===== src/rtl/gh_baud_rate_gen_frac.sv =====
// rtl/gh_baud_rate_gen_frac.sv - fractional baud-rate generator with byte-enabled divisor registers
module gh_baud_rate_gen_frac #(
  parameter int DIV_W  = 16,
  parameter int FRAC_W = 4
) (
  input  logic               clk,
  input  logic               rst,
  input  logic               WR,
  input  logic               ADDR,
  input  logic [DIV_W/8-1:0] BE,
  input  logic [DIV_W-1:0]   D,
  input  logic               EN,
  output logic [DIV_W-1:0]   RD,
  output logic               rCE,
  output logic               rCLK
);

  localparam int NB = DIV_W / 8;
  localparam logic [DIV_W:0] CNT_ZERO = '0;
  localparam logic [DIV_W:0] CNT_ONE  = {{DIV_W{1'b0}}, 1'b1};

  logic [DIV_W-1:0]  rate_int;
  logic [FRAC_W-1:0] rate_frac;
  logic [DIV_W:0]    count;
  logic [FRAC_W-1:0] acc;
  logic              reload;

  logic              active;
  logic              terminal;
  logic [FRAC_W:0]   acc_sum;
  logic [DIV_W:0]    next_load;
  logic [DIV_W:0]    half_rate;

  assign active    = (rate_int != '0);
  assign terminal  = (count == CNT_ONE) || (count == CNT_ZERO);
  assign acc_sum   = {1'b0, acc} + {1'b0, rate_frac};
  // Carry out of the fraction accumulator stretches this period by one clock.
  assign next_load = {1'b0, rate_int} + {{DIV_W{1'b0}}, acc_sum[FRAC_W]};
  assign half_rate = {1'b0, rate_int >> 1};

  always_ff @(posedge clk or posedge rst) begin
    if (rst) begin
      rate_int  <= '0;
      rate_frac <= '0;
      reload    <= 1'b0;
    end else begin
      reload <= WR && (BE != '0);
      if (WR) begin
        if (!ADDR) begin
          for (int i = 0; i < NB; i++) begin
            if (BE[i]) rate_int[8*i +: 8] <= D[8*i +: 8];
          end
        end else if (BE[0]) begin
          rate_frac <= D[FRAC_W-1:0];
        end
      end
    end
  end

  always_ff @(posedge clk or posedge rst) begin
    if (rst) begin
      count <= '0;
      acc   <= '0;
      rCLK  <= 1'b0;
    end else if (!active) begin
      count <= '0;
      acc   <= '0;
      rCLK  <= 1'b0;
    end else begin
      if (EN) rCLK <= (count > half_rate);
      if (reload) begin
        count <= {1'b0, rate_int};
        acc   <= '0;
      end else if (EN) begin
        if (terminal) begin
          count <= next_load;
          acc   <= acc_sum[FRAC_W-1:0];
        end else begin
          count <= count - CNT_ONE;
        end
      end
    end
  end

  assign rCE = active && EN && (count == CNT_ONE);
  assign RD  = ADDR ? {{(DIV_W-FRAC_W){1'b0}}, rate_frac} : rate_int;

endmodule

===== config.mk =====
export PLATFORM = sky130hd
export DESIGN_NAME = gh_baud_rate_gen_frac
export DESIGN_NICKNAME = d
export VERILOG_FILES = /design/src/rtl/gh_baud_rate_gen_frac.sv
export SDC_FILE = /design/constraint.sdc
export NUM_CORES = 1
export LEC_CHECK = 0
export BUFFER_PORTS_ARGS = -buffer_cell sky130_fd_sc_hd__buf_2
export CAP_MARGIN = 10
export CORE_MARGIN = 8
export CORE_UTILIZATION = 50
export DETAILED_ROUTE_END_ITERATION = 10
export PLACE_DENSITY = 0.75
export SLEW_MARGIN = 40
export SYNTH_ARGS = -nofsm -noshare
export SYNTH_HDL_FRONTEND = slang
export SYNTH_SLANG_ARGS = --single-unit

===== constraint.sdc =====
create_clock -name clk -period 2.78 [get_ports clk]
set_clock_uncertainty 0.15 [all_clocks]
set_input_delay 0.556 -clock clk [delete_from_list [all_inputs] [get_ports clk]]
set_output_delay 0.556 -clock clk [all_outputs]
set_load 0.05 [all_outputs]

=== Word-level counts from Yosys, hierarchy flattened ===
Cells that the tools add are included.

* Register bits: 43
* Output and inout bits: 18
* Logic and storage cells: 38

* Add/subtract/negate cells: 3
* Magnitude comparators: 1
* Eq/ne operators: 4
* Multiplexer cells: 11
* Bitwise logic cells: 1
* Reduce and logical (&&, ||, !) cells: 11

{| class="wikitable"
|+ Operator list
! cell !! number
|-
| two-way mux 17 bit || 4
|-
| adder 16 x 1 -> 17 bit || 1
|-
| == test 17 x 1 -> 1 bit (second input constant) || 1
|-
| > comparator 17 x 15 -> 1 bit || 1
|-
| zero test 17 bit || 1
|-
| subtractor 17 x 1 -> 17 bit (second input constant) || 1
|-
| two-way mux 16 bit || 1
|-
| two-way mux 4 bit || 4
|-
| nonzero test 16 bit || 1
|-
| AND reduction 3 bit || 3
|-
| adder 4 x 4 -> 5 bit || 1
|-
| logical AND 1 bit || 3
|-
| != test 3 x 2 -> 1 bit (second input constant) || 1
|-
| != test 3 bit (second input constant) || 1
|-
| two-way mux 1 bit || 2
|-
| != test 2 bit (second input constant) || 1
|-
| AND reduction 2 bit || 1
|-
| nonzero test 2 bit || 1
|-
| logical OR 1 bit || 1
|-
| NOT 1 bit || 1
|}

=== Longest topological paths before layout ===
* Depth after elaboration: 6
* Gate-level depth with buffers: 13

=== Worst setup path after synthesis ===
Ideal clock, no wire load.

* Path kind: register -> output
* Start point: reg count[4]
* End point: out rCE
* Arrival time: 2.830 ns
* Data required time: 2.074 ns
* Setup slack: -0.756 ns
* Cell stages (with the launch flop): 6
* Buffers on the path: 2
* Path through: dfrtp_1 > buf_6 > nor4_4 > nand3_1 > clkbuf_1 > nor4_1

* Cells in the longest elaborated chain, start to end: 2

{| class="wikitable"
|+ Ends and longest elaborated chain
! what !! line !! source
|-
| start: declaration || 24 || <nowiki>logic [DIV_W:0] count;</nowiki>
|-
| start signal: assignment || 72 || <nowiki>count <= {1'b0, rate_int};</nowiki>
|-
| start signal: assignment || 76 || <nowiki>count <= next_load;</nowiki>
|-
| start signal: assignment || 79 || <nowiki>count <= count - CNT_ONE;</nowiki>
|-
| == test 17 x 1 -> 1 bit || 85 || <nowiki>assign rCE = active && EN && (count == CNT_ONE);</nowiki>
|-
| logical AND 1 bit || 85 ||
|-
| end: declaration || 14 || <nowiki>output logic rCE,</nowiki>
|}

No other way between the ends.

=== Final worst setup path ===
* Start point: reg rate_frac[0]
* End point: reg count[10]

* Cells in the longest elaborated chain, start to end: 6

{| class="wikitable"
|+ Ends and longest elaborated chain
! what !! line !! source
|-
| start: declaration || 23 || <nowiki>logic [FRAC_W-1:0] rate_frac;</nowiki>
|-
| start signal: assignment || 54 || <nowiki>rate_frac <= D[FRAC_W-1:0];</nowiki>
|-
| adder 4 x 4 -> 5 bit || 36 || <nowiki>assign acc_sum = {1'b0, acc} + {1'b0, rate_frac};</nowiki>
|-
| adder 16 x 1 -> 17 bit || 38 || <nowiki>assign next_load = {1'b0, rate_int} + {{DIV_W{1'b0}}, acc_sum[FRAC_W]};</nowiki>
|-
| two-way mux 17 bit || 75 || <nowiki>if (terminal) begin</nowiki>
|-
| two-way mux 17 bit || 74 || <nowiki>end else if (EN) begin</nowiki>
|-
| two-way mux 17 bit || 71 || <nowiki>if (reload) begin</nowiki>
|-
| two-way mux 17 bit || 65 || <nowiki>end else if (!active) begin</nowiki>
|}

No other way between the ends. The select of a mux whose other input is x is not followed.
A chain may end at the register's enable or synchronous reset.

==> key figures <==
Outcome
  – Result of the run: complete, but fails checks
  – Failing checks: negative setup slack

Worst setup path
  – Reg2reg path depth: 13
  – Startpoint class of the critical path: register
  – Worst setup path category: register to register
  – Maximum fanout along the worst path: 4
  – Required @ worst endpoint: 2.86 ns
  – Critical path data arrival time: between 2 and 3 ns
  – CP endpoint kind: register

Clocking
  – Number of buffers created by CTS: 5
  – Clock tree from TritonCTS: built
  – Clock slew at the register clock pins of the worst setup and hold paths: about 0.090 ns
  – Post-cts hold buffer count: 0
  – H-tree level count: 2
  – Clock Path Buffers: 2
  – Clock latency of the later-clocked register in the worst-skew pair: 0.31 ns
  – CTS sink cnt: 43
  – Library cell used as clock root buffer: clkbuf_8

Synth
  – Synthesis-stage register bit count: 43
  – Basic-gate share of the synthesized area counting and, or, nand and nor cells: a little under a quarter
  – Post-synthesis cell count: 381
  – Post-synthesis net count: about 430
  – Post-synthesis compound-gate area fraction: 18.3%
  – Sequential element share of the synthesized area: 31.8%
  – Netlist cell types: between 50 and 60
  – Post-synth ARST share: between 90% and 100%
  – Dominant register cell in the synthesized netlist: dfrtp_1
  – Main area contributors after synthesis: dfrtp_1, ha_1, mux2_2, nor2_1, inv_1
  – Largest area contributor in the synthesized netlist: dfrtp_1
  – Yosys warns: 0
  – Multiplexer share of the synthesized area: between 8 and 9%
  – Post-synthesis share of cell area spent on xor and xnor gates: between 2 and 3%
  – Dominant combinational cell family by area after synthesis: simple AND/OR/NAND/NOR gates
  – Post-synth EDFFs: 0
  – Mean area per synthesized cell: 8.87 um2
  – Adder-cell share of the synthesized area: 9.47%
  – Yosys top cell area share: a little under a third
  – Cell Area, Synth: approximately 3400 um2

STA
  – Final Hold Viols: 0
  – Clock period minus worst slack: 2.90 ns
  – Total Negative Setup Slacks: -0.135 ns
  – Final worst slack: -0.124 ns
  – Fin. max-slew vios: 0
  – Worst slew pin tran: 0.727 ns
  – Peak Freq: between 0.3 and 0.4 GHz
  – Slew headroom: between 50% and 60%
  – Share of the clock period used by the worst path after layout: 104%
  – Count of endpoints failing setup in the final report: 2
  – RSZ-0062 raised after global routing: true
  – Worst hold slack: ~0.23 ns

Worst hold path
  – Hold crit path type: primary input to async pin

Detailed routing
  – Detailed Routing Iterations Pass 1: 5
  – Violation count after the first detailed-route iteration: 440
  – Total vias in the final route: 3,461
  – Post-DR vias/cell: 6.68
  – Average wire per standard cell: 20.6 um
  – Final wirelength: roughly 11,000 um
  – Number of design rule violations left after detail routing: 0
  – Post-DRT Antenna Nets: 0

Placement
  – Instance area at placement: roughly 3800 um2
  – DP Wirelength: between 7000 and 8000 um
  – IO Port Bufs: 40
  – Final GP Congestion: 0.947

Power
  – PnR Total Power: approximately 2.6 mW
  – Static Leakage: roughly 1.7 nW
  – Highest ir drop seen on vdd: about 0.44 mV
  – Pwr per Cell Area: between 600 and 700 nW/um2

Floorplanning
  – Die W: approximately 98 um
  – Die height: ~100 um
  – Die area: around 9600 um2
  – Core area: between 6000 and 7000 um2
  – I/O pin count: roughly 40
  – FP Rows: 30
  – Initial Util: 50.6%

Layout
  – Diode count: 0
  – End-of-flow core utilization: between 60% and 70%
  – Net count reported at finish: 485
  – Final instance area: 4070 um2
  – Area Overhead vs Synth: 20.5%
  – Share of layout cells above drive strength 1: 28.8%

Global routing
  – Via count of the first global-routing pass: roughly 3,200
  – First-pass GRT wire length: ~17,000 um
  – Pin count of the biggest net entering global routing: 44
  – Total GRT Usage: between 20% and 30%
  – Number of antenna violations at the first check in global routing: 0
  – GRT overflow: 0

Job
  – Number of max-capacitance violations reported: 0
layout make-up:
class                      instances  area, um2
clock inverter                     3       43.8
inverter                          28        105
clock buffer                       5       68.8
timing repair buffer              66        395
multi-input combinational        293       2280
tap                               80        100
sequential                        43       1080
fill                             553       2610
worst max-delay path, cell delays in order, from the launching register on:
cell and delay (ns):
dfrtp_1 0.38, ha_2 0.19, inv_2 0.04, fa_2 0.35, nor2b_2 0.15, o21ai_1 0.08
nand2b_1 0.12, ha_4 0.17, ha_2 0.19, and3_4 0.22, nand3_2 0.13, nor4_1 0.42
a21oi_1 0.10, o22ai_1 0.16
sequential cells by signal (all words and copies together) (netlist names):
signal,flops
reload,1
rate_frac,4
acc,4
count,17
rate_int,16
rCLK,1
per-stage QoR:
stage / setup slack [ns] / instances
finish: -0.124 / 518
global route: -0.283 / 518
CTS: 0.00338 / 517
detailed placement: -0.185 / 508
global placement: 0.00581 / 508
floorplan: 0.0940 / 381
synth_stat cells (5+ instances only):
cell / number
nor2b_1: 5
nor2_1: 32
a211oi_1: 5
nand4_1: 11
a21oi_1: 20
dfrtp_1: 43
xnor2_1: 9
o21ai_0: 12
o211ai_1: 5
nor4_1: 14
and3_1: 5
nand2_1: 21
ha_1: 24
nand3_1: 19
mux2_2: 23
clkbuf_1: 11
inv_1: 28
nor3_1: 9
o22ai_1: 5
power breakdown:
part | total (mW) | internal, mW | switching (mW)
combinational | 1.10 | 0.440 | 0.663
sequential | 0.965 | 0.741 | 0.224
clock | 0.509 | 0.268 | 0.241
total | 2.58 | 1.45 | 1.13
cell usage in the layout (no fill, tap or decap), drive strengths merged, types with 3 or more instances in the layout:
master   n
o211ai   5
buf     66
nand3   20
nand4b   3
xnor2    9
nand2   21
o31ai    4
dfrtp   43
o32ai    3
a21o     4
nor3b    4
nor2    32
mux2i    4
and3     5
clkinv   3
nand4   11
clkbuf   5
o22ai    5
nor4    15
nor2b    5
a31oi    4
o21ai   12
mux2    23
a211oi   5
a311o    3
ha      24
nor3     9
o221ai   4
inv     27
or4      3
a21oi   20
and4     4
per-layer routing:
layer,vias up,track usage (%),share of wire (%),wire (um)
met4,0,5.90,1.6,175
met1,1633,28.7,42,4430
met2,246,34.0,46,4890
met3,26,5.12,11,1170
met5,-,0,0,0
li1,1556,-,-,-
cells by family (layout without fill, tap and decap cells):
| family | count (synthesis) | in the layout |
|---|---|---|
| buf+inv | 45 | 102 |
| compound gates | 89 | 89 |
| fa+ha+maj | 25 | 25 |
| mux | 27 | 27 |
| flops | 43 | 43 |
| simple gates | 141 | 141 |
| xor+xnor | 11 | 11 |
what timing repair did:
item | CTS | global route
pin swaps | 1 | 2
resized for setup | 14 | 15
buffers inserted | 1 | 1
setup endpoints to repair | 11 | 13
worst paths after layout:
path / slack (ns) / startpoint / end
min: 0.23 / rst / count[10]
min in group clk: 0.32 / BE[1] / reload
max: -0.12 / rate_frac[0] / count[10]
min reg2reg: 0.39 / acc[0] / acc[0]
max in group asynchronous: 1.87 / rst / acc[0]
max reg2reg: -0.12 / rate_frac[0] / count[10]
Note: power is estimated with default switching activity, not from simulation.
